**src/rtl/alu_pkg.sv**
```systemverilog
// Shared definitions for the ALU result stage: opcodes, flag bit indices,
// the per-opcode flag write mask and the skid FIFO fill states.
package alu_pkg;

  localparam int DATA_W     = 8;
  localparam int FLAG_BITS  = 4;
  localparam int REG_ADDR_W = 3;

  localparam logic [3:0] ADD_OP = 4'b0000;
  localparam logic [3:0] SUB_OP = 4'b0001;
  localparam logic [3:0] AND_OP = 4'b0010;
  localparam logic [3:0] OR_OP  = 4'b0011;
  localparam logic [3:0] XOR_OP = 4'b0100;

  localparam int ZERO_FLAG  = 0;
  localparam int CARRY_FLAG = 1;
  localparam int NEG_FLAG   = 2;
  localparam int OVER_FLAG  = 3;

  typedef enum logic [1:0] {EMPTY = 2'd0, ONE = 2'd1, TWO = 2'd2} fill_state_e;

  // Which status bits an opcode may write; all-zero marks an illegal opcode.
  function automatic logic [FLAG_BITS-1:0] flag_mask(input logic [3:0] func_op);
    logic [FLAG_BITS-1:0] m;
    m = '0;
    case (func_op)
      ADD_OP, SUB_OP: m = '1;
      AND_OP, OR_OP, XOR_OP: begin
        m[ZERO_FLAG] = 1'b1;
        m[NEG_FLAG]  = 1'b1;
      end
      default: m = '0;
    endcase
    return m;
  endfunction

endpackage

```
**src/rtl/alu_result_stage_if.sv**
```systemverilog
// Bus between the ALU/writeback side (master) and the result stage (slave).
interface alu_result_stage_if #(
  parameter int DataWidth    = 8,
  parameter int FlagBits     = 4,
  parameter int RegAddrWidth = 3
);
  logic                    InValid;
  logic                    InReady;
  logic [DataWidth-1:0]    Y;
  logic [FlagBits-1:0]     OFlags;
  logic [3:0]              FuncOp;
  logic [RegAddrWidth-1:0] InDest;
  logic                    FlagLoad;
  logic [FlagBits-1:0]     FlagLoadData;
  logic [FlagBits-1:0]     Flags;
  logic                    OutValid;
  logic                    OutReady;
  logic [DataWidth-1:0]    OutData;
  logic [RegAddrWidth-1:0] OutDest;
  logic                    OpErr;

  modport master (
    output InValid, Y, OFlags, FuncOp, InDest, FlagLoad, FlagLoadData, OutReady,
    input  InReady, Flags, OutValid, OutData, OutDest, OpErr
  );

  modport slave (
    input  InValid, Y, OFlags, FuncOp, InDest, FlagLoad, FlagLoadData, OutReady,
    output InReady, Flags, OutValid, OutData, OutDest, OpErr
  );
endinterface

```
**src/rtl/result_fifo2.sv**
```systemverilog
// Two-entry skid FIFO carrying {dest, data}. Head is always presented on
// out_data; the tail slot only fills while the head is stalled.
module result_fifo2
  import alu_pkg::*;
#(
  parameter int W = 11
) (
  input  logic         clk,
  input  logic         rst_n,
  input  logic         push,
  input  logic [W-1:0] push_data,
  output logic         in_ready,
  output logic         out_valid,
  input  logic         out_ready,
  output logic [W-1:0] out_data
);

  fill_state_e  state_q, state_d;
  logic [W-1:0] head_q, head_d;
  logic [W-1:0] tail_q, tail_d;
  logic         pop;

  assign in_ready  = (state_q != TWO);
  assign out_valid = (state_q != EMPTY);
  assign out_data  = head_q;
  assign pop       = out_valid & out_ready;

  // Fill-state transitions; a push+pop in ONE replaces the head in place.
  always_comb begin
    state_d = state_q;
    head_d  = head_q;
    tail_d  = tail_q;
    case (state_q)
      EMPTY: if (push) begin
        state_d = ONE;
        head_d  = push_data;
      end
      ONE: begin
        if (push && pop) begin
          head_d = push_data;
        end else if (push) begin
          state_d = TWO;
          tail_d  = push_data;
        end else if (pop) begin
          state_d = EMPTY;
        end
      end
      TWO: if (pop) begin
        state_d = ONE;
        head_d  = tail_q;
      end
      default: state_d = EMPTY;
    endcase
  end

  // State and storage registers with synchronous reset.
  always_ff @(posedge clk) begin
    if (!rst_n) begin
      state_q <= EMPTY;
      head_q  <= '0;
      tail_q  <= '0;
    end else begin
      state_q <= state_d;
      head_q  <= head_d;
      tail_q  <= tail_d;
    end
  end

endmodule

```
**src/rtl/alu_result_stage.sv**
```systemverilog
// Registered stage after the 8-bit ALU: buffers results for writeback in a
// 2-entry skid FIFO and owns the V,N,C,Z status register fed back to the ALU.
// Optional combinational bypass when empty: ALU_RESULT_BYPASS_EN.
module alu_result_stage
  import alu_pkg::*;
#(
  parameter int DataWidth    = DATA_W,
  parameter int FlagBits     = FLAG_BITS,
  parameter int RegAddrWidth = REG_ADDR_W
) (
  input logic               Clk,
  input logic               Reset_N,
  alu_result_stage_if.slave bus
);

  localparam int EntW = DataWidth + RegAddrWidth;

  logic [FlagBits-1:0] flags_q, flags_d;
  logic                op_err_q, op_err_d;
  logic [FlagBits-1:0] mask;
  logic                accept, legal, bypass, push;
  logic                fifo_ready, fifo_valid;
  logic [EntW-1:0]     fifo_head;

  assign mask   = flag_mask(bus.FuncOp);
  assign legal  = |mask;
  assign accept = bus.InValid & fifo_ready;

`ifdef ALU_RESULT_BYPASS_EN
  assign bypass = !fifo_valid & bus.InValid & legal & bus.OutReady;
`else
  assign bypass = 1'b0;
`endif

  assign push = accept & legal & !bypass;

  result_fifo2 #(.W(EntW)) u_fifo (
    .clk       (Clk),
    .rst_n     (Reset_N),
    .push      (push),
    .push_data ({bus.InDest, bus.Y}),
    .in_ready  (fifo_ready),
    .out_valid (fifo_valid),
    .out_ready (bus.OutReady),
    .out_data  (fifo_head)
  );

  assign bus.InReady  = fifo_ready;
  assign bus.OutValid = fifo_valid | bypass;
  assign bus.OutData  = bypass ? bus.Y      : fifo_head[DataWidth-1:0];
  assign bus.OutDest  = bypass ? bus.InDest : fifo_head[EntW-1:DataWidth];
  assign bus.Flags    = flags_q;
  assign bus.OpErr    = op_err_q;

  // Flags update at accept through the opcode mask; an explicit load wins.
  always_comb begin
    flags_d  = flags_q;
    op_err_d = accept & !legal;
    if (accept && legal)
      flags_d = (flags_q & ~mask) | (bus.OFlags & mask);
    if (bus.FlagLoad)
      flags_d = bus.FlagLoadData;
  end

  // Status register and error pulse.
  always_ff @(posedge Clk) begin
    if (!Reset_N) begin
      flags_q  <= '0;
      op_err_q <= 1'b0;
    end else begin
      flags_q  <= flags_d;
      op_err_q <= op_err_d;
    end
  end

endmodule

```
**src/flat_wrapper.sv**
```systemverilog
// flat-port wrapper written by rule: the top's interface ports become plain ports
module alu_result_stage_flat import alu_pkg::*;
#(
  parameter int DataWidth    = DATA_W,
  parameter int FlagBits     = FLAG_BITS,
  parameter int RegAddrWidth = REG_ADDR_W
)
  (Clk, Reset_N, bus_InValid, bus_Y, bus_OFlags, bus_FuncOp, bus_InDest, bus_FlagLoad, bus_FlagLoadData, bus_OutReady, bus_InReady, bus_Flags, bus_OutValid, bus_OutData, bus_OutDest, bus_OpErr);
  alu_result_stage_if #(.DataWidth(DataWidth), .FlagBits(FlagBits), .RegAddrWidth(RegAddrWidth)) bus_i ();
  input logic Clk;
  input logic Reset_N;
  input wire logic [$bits(bus_i.InValid)-1:0] bus_InValid;
  input wire logic [$bits(bus_i.Y)-1:0] bus_Y;
  input wire logic [$bits(bus_i.OFlags)-1:0] bus_OFlags;
  input wire logic [$bits(bus_i.FuncOp)-1:0] bus_FuncOp;
  input wire logic [$bits(bus_i.InDest)-1:0] bus_InDest;
  input wire logic [$bits(bus_i.FlagLoad)-1:0] bus_FlagLoad;
  input wire logic [$bits(bus_i.FlagLoadData)-1:0] bus_FlagLoadData;
  input wire logic [$bits(bus_i.OutReady)-1:0] bus_OutReady;
  output wire logic [$bits(bus_i.InReady)-1:0] bus_InReady;
  output wire logic [$bits(bus_i.Flags)-1:0] bus_Flags;
  output wire logic [$bits(bus_i.OutValid)-1:0] bus_OutValid;
  output wire logic [$bits(bus_i.OutData)-1:0] bus_OutData;
  output wire logic [$bits(bus_i.OutDest)-1:0] bus_OutDest;
  output wire logic [$bits(bus_i.OpErr)-1:0] bus_OpErr;
  assign bus_i.InValid = bus_InValid;
  assign bus_i.Y = bus_Y;
  assign bus_i.OFlags = bus_OFlags;
  assign bus_i.FuncOp = bus_FuncOp;
  assign bus_i.InDest = bus_InDest;
  assign bus_i.FlagLoad = bus_FlagLoad;
  assign bus_i.FlagLoadData = bus_FlagLoadData;
  assign bus_i.OutReady = bus_OutReady;
  assign bus_InReady = bus_i.InReady;
  assign bus_Flags = bus_i.Flags;
  assign bus_OutValid = bus_i.OutValid;
  assign bus_OutData = bus_i.OutData;
  assign bus_OutDest = bus_i.OutDest;
  assign bus_OpErr = bus_i.OpErr;
  alu_result_stage #(.DataWidth(DataWidth), .FlagBits(FlagBits), .RegAddrWidth(RegAddrWidth)) u_core (.Clk(Clk), .Reset_N(Reset_N), .bus(bus_i));
endmodule
```
**config.mk**
```make
export PLATFORM = sky130hd
export DESIGN_NAME = alu_result_stage_flat
export DESIGN_NICKNAME = d
export VERILOG_FILES = /design/src/rtl/alu_pkg.sv /design/src/rtl/alu_result_stage_if.sv /design/src/rtl/result_fifo2.sv /design/src/rtl/alu_result_stage.sv /design/src/flat_wrapper.sv
export SDC_FILE = /design/constraint.sdc
export NUM_CORES = 1
export LEC_CHECK = 0
export CAP_MARGIN = 20
export CORE_AREA = 2 2 58 60
export DETAILED_ROUTE_END_ITERATION = 8
export DIE_AREA = 0 0 60 62
export PLACE_DENSITY = 0.76
export SLEW_MARGIN = 40
export SYNTH_ARGS = -nofsm -noshare
export SYNTH_HDL_FRONTEND = slang
export SYNTH_SLANG_ARGS = --single-unit
```
**constraint.sdc**
```tcl
create_clock -name Clk -period 2 [get_ports Clk]
set_clock_uncertainty 0.1 [all_clocks]
set_input_delay 0.4 -clock Clk [delete_from_list [all_inputs] [get_ports Clk]]
set_output_delay 0.4 -clock Clk [all_outputs]
set_load 0.05 [all_outputs]
```
==> results_dict.tcl, run 1 <==
set metrics [dict create \
    cpLargestDelayFamily "buffers and inverters" \
    path_clk_slew_ps 90 \
    synthCells 155 \
    dp_hpwl_um 2337 \
    route.vias.total 1294 \
    hold-path-endpoint "u_core.u_fifo.tail_q[2]" \
    timing.max_cap.violations 0 \
    post_drt_wl_per_cell_um 13.34 \
    grt_pass1_vias 1251 \
    netlist.top_cell.by_area "sky130_fd_sc_hd__dfxtp_1" \
    total_leakage_power_nw 1.052 \
    regToRegEndpoint "u_core.u_fifo.out_data[7]" \
    fillerInstances 280 \
    area.growth.synth_to_final_pct 50.53 \
    cts_tree "yes" \
    detail_route.drc_violations 0 \
    ioPinCount 46 \
    cts_root_buffer "sky130_fd_sc_hd__clkbuf_4" \
    slew_violations 0 \
    power.density_cell_area_nw_per_um2 733.6 \
    initialDrtViolationCount 59 \
    drive_gt1_share_pct 12.56 \
    worstPathCellList "clkdlybuf4s50_1" \
    synth.most_common_cell "sky130_fd_sc_hd__nand2_1" \
    ys_seq_area_share_pct 44.49 \
    grt_antenna_before_repair 0 \
    avgSynthCellArea_sq_um 8.419 \
    tightest_slew_ps 513.8 \
    design.core.area_sq_um 3179 \
    viasPerCell 5.115 \
    global_route.usage.total_pct 19.00 \
    critical-path-slowest-cell "sky130_fd_sc_hd__clkdlybuf4s50_1" \
    largest_net_degree_at_the_start_of_global_routing 41 \
    port-buffer-count 45 \
    report.final.setup_viol 0 \
    design.final.nets 234 \
    area_of_combinational_cells_with_multiple_inputs_sq_um 656.9 \
    min_period_ps 1921 \
    grt.met3_usage_pct 4.762 \
    final-hold-violation-count 0 \
    sequential_cell_area_sq_um 580.6 \
    clock_sink_count 29 \
    global_route_hottest_layer "met2" \
    gp_congestion 0.8187 \
    synthFlopType "sky130_fd_sc_hd__dfxtp_1" \
    critical_path.max_fanout 1 \
    worst_hold_slack_ps 363.2 \
    timing.critical_path.to_type "output pin" \
    reg2reg_depth 5 \
    grt_pass1_wl_um 5257 \
    synth.yosys.warnings 0 \
    postSynth.asyncResetShare_pct 0 \
    worst_r2r_startpoint "u_core.u_fifo.state_q[1]" \
    floorplan.initialDensity_pct 41.05 \
    die_height_um 62 \
    placementRows 21 \
    wirelength_um 3375 \
    critical-path-max-stage-delay_ps 790 \
    relative_slew_margins_pct 65.69 \
    netlist_top_cells_count "33 x sky130_fd_sc_hd__nand2_1, 29 x sky130_fd_sc_hd__dfxtp_1, 15 x sky130_fd_sc_hd__nand3_1" \
    critPathArrivalTime_ps 1420 \
    number_of_nets_produced_by_synthesis 183 \
    max_freq_ghz 0.5205 \
    n_antenna_cell 0 \
    critical_path.n_buffers_inverters 1 \
    met2_usage_pct 33.23 \
    grt_setup_unrepaired "no" \
    outcome "complete, no violations" \
    cts_buffer_depth 2 \
    yosysTopAreaCellShare_pct 44.49 \
    htreeDepth 2 \
    globalRouteMet1Util_pct 21.57 \
    synth_area_sq_um 1305 \
    worst_hold_startpoint "u_core.u_fifo.tail_q[2]" \
    worst_ir_drop_vdd_mv 0.3768 \
    placed_cells 244 \
    cts_inserted_buffers 5 \
    synth_enable_flop_cells 0 \
    count_of_cells_along_the_worst_hold_path 2 \
    drtAntennaViolNets 0 \
    distinct_cells_synth 27 \
    synth_seq_cells 29 \
    yosys-top-cells-area "sky130_fd_sc_hd__dfxtp_1 44%, sky130_fd_sc_hd__nand2_1 9.5%, sky130_fd_sc_hd__o211a_1 8.4%, sky130_fd_sc_hd__nand3_1 5.8%, sky130_fd_sc_hd__nand4_1 5.3%" \
    grt_remaining_overflow 0 \
    classification_of_the_worst_setup_path "flip-flop to output pin" \
    final-instance-count-excl-fill 253 \
    floorplan.die.width_um 60 \
    die-area_sq_um 3720 \
    crit_start "u_core.bus.OpErr" \
    setup.worst_path.start_class "flip-flop" \
    setup_slack_of_the_worst_register_to_register_path_ps 260 \
    drt_first_pass_iters 4 \
    clock_insertion_delay_at_the_later_pin_of_the_skew_report_ps 330 \
    hold_class "flip-flop to flip-flop" \
    layout_worst_path_cycle_share_pct 96.07 \
    timing.critical_path.required_ps 1500 \
]
-- metrics by stage --
stage | setup WS (ps) | util (%) | total power, mW | instance area [sq um] | setup TNS [ps]
final | 78.65 | 61.79 | 1.441 | 1964 | 0
after global routing | 23.44 | 61.79 | 1.508 | 1964 | 0
after CTS | 1.021 | 60.84 | 1.453 | 1934 | 0
after detailed placement | -87.54 | 57.97 | 0.9507 | 1843 | -621.7
after global placement | -20.51 | 57.97 | 0.9444 | 1843 | -33.17
after floorplan | 308.3 | - | 0.8069 | 1305 | 0
-- report_power, final --
| group | total [mW] | internal [mW] | switching (mW) | leakage (nW) |
|---|---|---|---|---|
| combinational | 0.315 | 0.141 | 0.175 | 0.770 |
| clock | 0.507 | 0.298 | 0.208 | 0.0455 |
| sequential | 0.619 | 0.604 | 0.0147 | 0.237 |
| total | 1.44 | 1.04 | 0.398 | 1.05 |
-- area by class of cell --
cell class              instances  area share, %
multi-input cells             111          33.44
flip-flops and latches         29          29.55
repair buffers                 55          28.98
well taps                      46          2.930
clock buffers                   7          2.803
clock inverters                 1          1.529
inverters                       4         0.7643
-- worst max-delay path by stage --
| stage | end | depth (start not counted) |
|---|---|---|
| 2_1_floorplan | u_core.u_fifo.out_data[0] | 6 |
| 3_3_place_gp | u_core.u_fifo.out_data[0] | 6 |
| 3_5_place_dp | u_core.u_fifo.out_data[0] | 6 |
| 4_1_cts | bus_OutData[3] | 1 |
| 5_1_grt | bus_OpErr | 1 |
| 6_report | bus_OpErr | 1 |
-- logic make-up (layout without fill, tap and decap cells) --
logic type	after synthesis	count (layout)	share of synthesized area (%)
multiplexers	4	4	3.068
flip-flops	29	29	44.49
buffers and inverters	15	67	5.176
AND/OR/NAND/NOR	71	71	28.57
AO/OA/AOI/OAI	36	36	18.70
-- per-layer routing --
metal / wire length (um) / share of wire, %
met4: 48 / 1.4
met5: 0 / 0
met2: 1778 / 53
met1: 1394 / 41
met3: 154 / 4.6
-- cell usage in the layout, fill, tap and decap left out, drive strengths merged, types with 2 or more instances in the layout --
cell,netlist,layout
a211o,2,2
inv,4,4
nand4,11,11
or2,2,2
mux2i,4,4
a21oi,5,5
nor3b,2,2
o21ai,17,17
dfxtp,29,29
nor2b,3,3
nand3,15,15
clkdlybuf4s50,0,28
o211a,11,11
nand2,33,33
clkbuf,6,7
nor4b,2,2
buf,5,14
dlymetal6s2s,0,12
-- what timing repair did --
item | 4_1_cts | 5_1_grt
hold buffers | 0 | 0
resized for setup | 1 | 12
gates cloned | 0 | 0
setup buffers | 1 | 0
endpoints found under the setup margin | 2 | 12
endpoints found under the hold margin | 0 | 0
No activity file was read; power rests on OpenSTA's default activity.
==> inputs of run 2 (changes only) <==
--- a/config.mk
+++ b/config.mk
@@ -5,6 +5,7 @@
 export SDC_FILE = /design/constraint.sdc
 export NUM_CORES = 1
 export LEC_CHECK = 0
+export ABC_CLOCK_PERIOD_IN_PS = 2000
 export CAP_MARGIN = 20
 export CORE_AREA = 2 2 58 60
 export DETAILED_ROUTE_END_ITERATION = 8
==> results of run 2 <==
The final DEF is identical to that of run 1; final timing and power are the same.
==> inputs of run 3 (changes only) <==
--- a/config.mk
+++ b/config.mk
@@ -5,11 +5,10 @@
 export SDC_FILE = /design/constraint.sdc
 export NUM_CORES = 1
 export LEC_CHECK = 0
-export ABC_CLOCK_PERIOD_IN_PS = 2000
 export CAP_MARGIN = 20
-export CORE_AREA = 2 2 58 60
+export CORE_AREA = 2 2 48 72
 export DETAILED_ROUTE_END_ITERATION = 8
-export DIE_AREA = 0 0 60 62
+export DIE_AREA = 0 0 50 74
 export PLACE_DENSITY = 0.76
 export SLEW_MARGIN = 40
 export SYNTH_ARGS = -nofsm -noshare
==> run 3 against run 2 <==
Effect of this change: critical path depth did not move; sequential share of layout area rose by 0.30 points; sequential cell count did not move; non-clock buffer count fell by 1; total power rose by 8.0%; first-iteration DRC count did not move; global-route usage rose by 1.0 points; die area fell by 0.54%; critical path type unchanged; critical endpoint is now bus_OutData[0].
==> results_dict.tcl, run 3 (synthesis results as in run 1) <==
set metrics [dict create \
    power.total_mw 1.556 \
    cts_hold_buffers 0 \
    report.final.setup_viol 0 \
    floorplan.initialDensity_pct 42.14 \
    most-common-layout-cells "38 x sky130_fd_sc_hd__clkdlybuf4s50_1, 33 x sky130_fd_sc_hd__nand2_1, 29 x sky130_fd_sc_hd__dfxtp_1" \
    dp_hpwl_um 2524 \
    worstPathCellList "clkdlybuf4s50_1" \
    area.growth.synth_to_final_pct 48.99 \
    globalRouteMet1Util_pct 20.45 \
    grt_pass1_vias 1284 \
    count_of_cells_along_the_worst_hold_path 2 \
    largest_net_degree_at_the_start_of_global_routing 41 \
    hold-path-endpoint "u_core.u_fifo.tail_q[5]" \
    setup_slack_of_the_worst_register_to_register_path_ps 160 \
    n_antenna_cell 0 \
    drive_gt1_share_pct 13.59 \
    internal-power_mw 1.151 \
    p_sw_share_pct 26.05 \
    cts_root_buffer "sky130_fd_sc_hd__clkbuf_8" \
    cts_buffer_depth 2 \
    floorplan.die.width_um 50 \
    timing.critical_path.to_type "output pin" \
    p_sw_mw 0.4054 \
    path_clk_slew_ps 60 \
    final_util_pct 62.79 \
    pwr-share-clk_pct 39.8 \
    grt_setup_unrepaired "no" \
    initialDrtViolationCount 59 \
    die-area_sq_um 3700 \
    design.core.area_sq_um 3097 \
    placementRows 25 \
    critical_path.n_buffers_inverters 1 \
    grt_antenna_before_repair 0 \
    layout_commonest_cell "sky130_fd_sc_hd__clkdlybuf4s50_1" \
    pwr-share-comb_pct 20.3 \
    critical-path-slowest-cell "sky130_fd_sc_hd__clkdlybuf4s50_1" \
    reg2reg_depth 6 \
    final-hold-violation-count 0 \
    design.final.nets 233 \
    critical-path-max-stage-delay_ps 810 \
    cts_setup_buffers 1 \
    slew_violations 0 \
    clock_sink_count 29 \
    met2_usage_pct 37.57 \
    drt_first_pass_iters 4 \
    clock_insertion_delay_at_the_later_pin_of_the_skew_report_ps 280 \
    gp_congestion 0.8035 \
    outcome "complete, no violations" \
    cpLargestDelayFamily "buffers and inverters" \
    classification_of_the_worst_setup_path "flip-flop to output pin" \
    regToRegEndpoint "u_core.u_fifo.out_data[3]" \
    die_height_um 74 \
    totalNegativeSetupSlack_ps 0 \
    cts_inserted_buffers 5 \
    route.vias.total 1330 \
    post_cts_resize_count 0 \
    setup.worst_path.start_class "flip-flop" \
    port-buffer-count 45 \
    global_route_hottest_layer "met2" \
    layout_worst_path_cycle_share_pct 96.78 \
    total_leakage_power_nw 0.8766 \
    hold_class "flip-flop to flip-flop" \
    worst_hold_startpoint "u_core.u_fifo.tail_q[5]" \
    min_period_ps 1936 \
    critPathArrivalTime_ps 1440 \
    area_of_combinational_cells_with_multiple_inputs_sq_um 656.9 \
    grt_pass1_wl_um 5575 \
    critical_path.max_fanout 2 \
    timing.max_cap.violations 0 \
    viasPerCell 5.407 \
    tightest_slew_ps 518.4 \
    max_freq_ghz 0.5166 \
    power.density_cell_area_nw_per_um2 800.4 \
    ioPinCount 46 \
    grt_remaining_overflow 0 \
    drtAntennaViolNets 0 \
    p_seq_share_pct 39.9 \
    post_drt_wl_per_cell_um 13.87 \
    sequential_cell_area_sq_um 580.6 \
    grt.met3_usage_pct 6.225 \
    timing.critical_path.required_ps 1500 \
    fillerInstances 271 \
    global_route.usage.total_pct 20.00 \
    wirelength_um 3411 \
    worst_ir_drop_vdd_mv 0.4808 \
    cts_tree "yes" \
    detail_route.drc_violations 0 \
    relative_slew_margins_pct 65.33 \
    htreeDepth 2 \
    worst_r2r_startpoint "u_core.u_fifo.state_q[1]" \
]
==> run 3: cell types whose count changed in the layout (fill, tap and decap cells not counted) <==
cell,delta
sky130_fd_sc_hd__clkbuf_8,+5
sky130_fd_sc_hd__clkdlybuf4s50_1,+10
sky130_fd_sc_hd__clkbuf_4,-5
sky130_fd_sc_hd__dlymetal6s2s_1,-12
sky130_fd_sc_hd__buf_4,+2
sky130_fd_sc_hd__dlygate4sd2_1,-1
==> run 3: cell type report <==
type,instances,area share [%]
Timing Repair Buffer,54,27.03
Clock buffer,7,4.440
Clock inverter,1,1.544
Inverter,4,0.7722
Sequential cell,29,29.86
Tap cell,40,2.574
Multi-Input combinational cell,111,33.78
==> run 3: worst max path at each step <==
stage / slack [ps] / from / to / cells past startpoint
6_report: 60 / u_core.u_fifo.out_data[0] / bus_OutData[0] / 1
5_1_grt: 30 / u_core.u_fifo.out_data[0] / bus_OutData[0] / 1
4_1_cts: 60 / u_core.u_fifo.out_data[0] / bus_OutData[0] / 1
3_5_place_dp: -130 / bus_InValid / u_core.u_fifo.out_data[7] / 6
3_3_place_gp: -70 / bus_InValid / u_core.u_fifo.out_data[9] / 6
2_1_floorplan: 310 / u_core.u_fifo.state_q[1] / u_core.u_fifo.out_data[0] / 6
==> run 3: power by group through the flow <==
stage | Sequential [mW] | Combinational [mW] | Clock [mW]
after floorplan | 0.717 | 0.0895 | 0
after global routing | 0.623 | 0.335 | 0.650
after CTS | 0.621 | 0.317 | 0.628
after global placement | 0.633 | 0.309 | 0
after detailed placement | 0.633 | 0.316 | 0
final | 0.621 | 0.315 | 0.620
==> run 3: routing by layer <==
layer	vias up	routed length (um)
li1	656	-
met1	607	1281
met4	0	74
met3	9	218
met5	-	0
met2	58	1837
==> run 3: worst min-delay path: cells and delay by family (launching register included) <==
family	cells	cell delay [ps]
flip-flops	1	310
AND/OR/NAND/NOR	1	50
AO/OA/AOI/OAI	1	50
==> run 3: metrics by stage <==
stage	area [sq um]	std cells	setup slack, ps	hold slack, ps
after global routing	1944	246	34.66	380.4
after CTS	1944	246	59.71	357.4
after detailed placement	1821	237	-130.0	348.8
final	1944	246	64.32	354.9
after global placement	1821	237	-65.78	343.9
after floorplan	1305	155	308.3	336.9
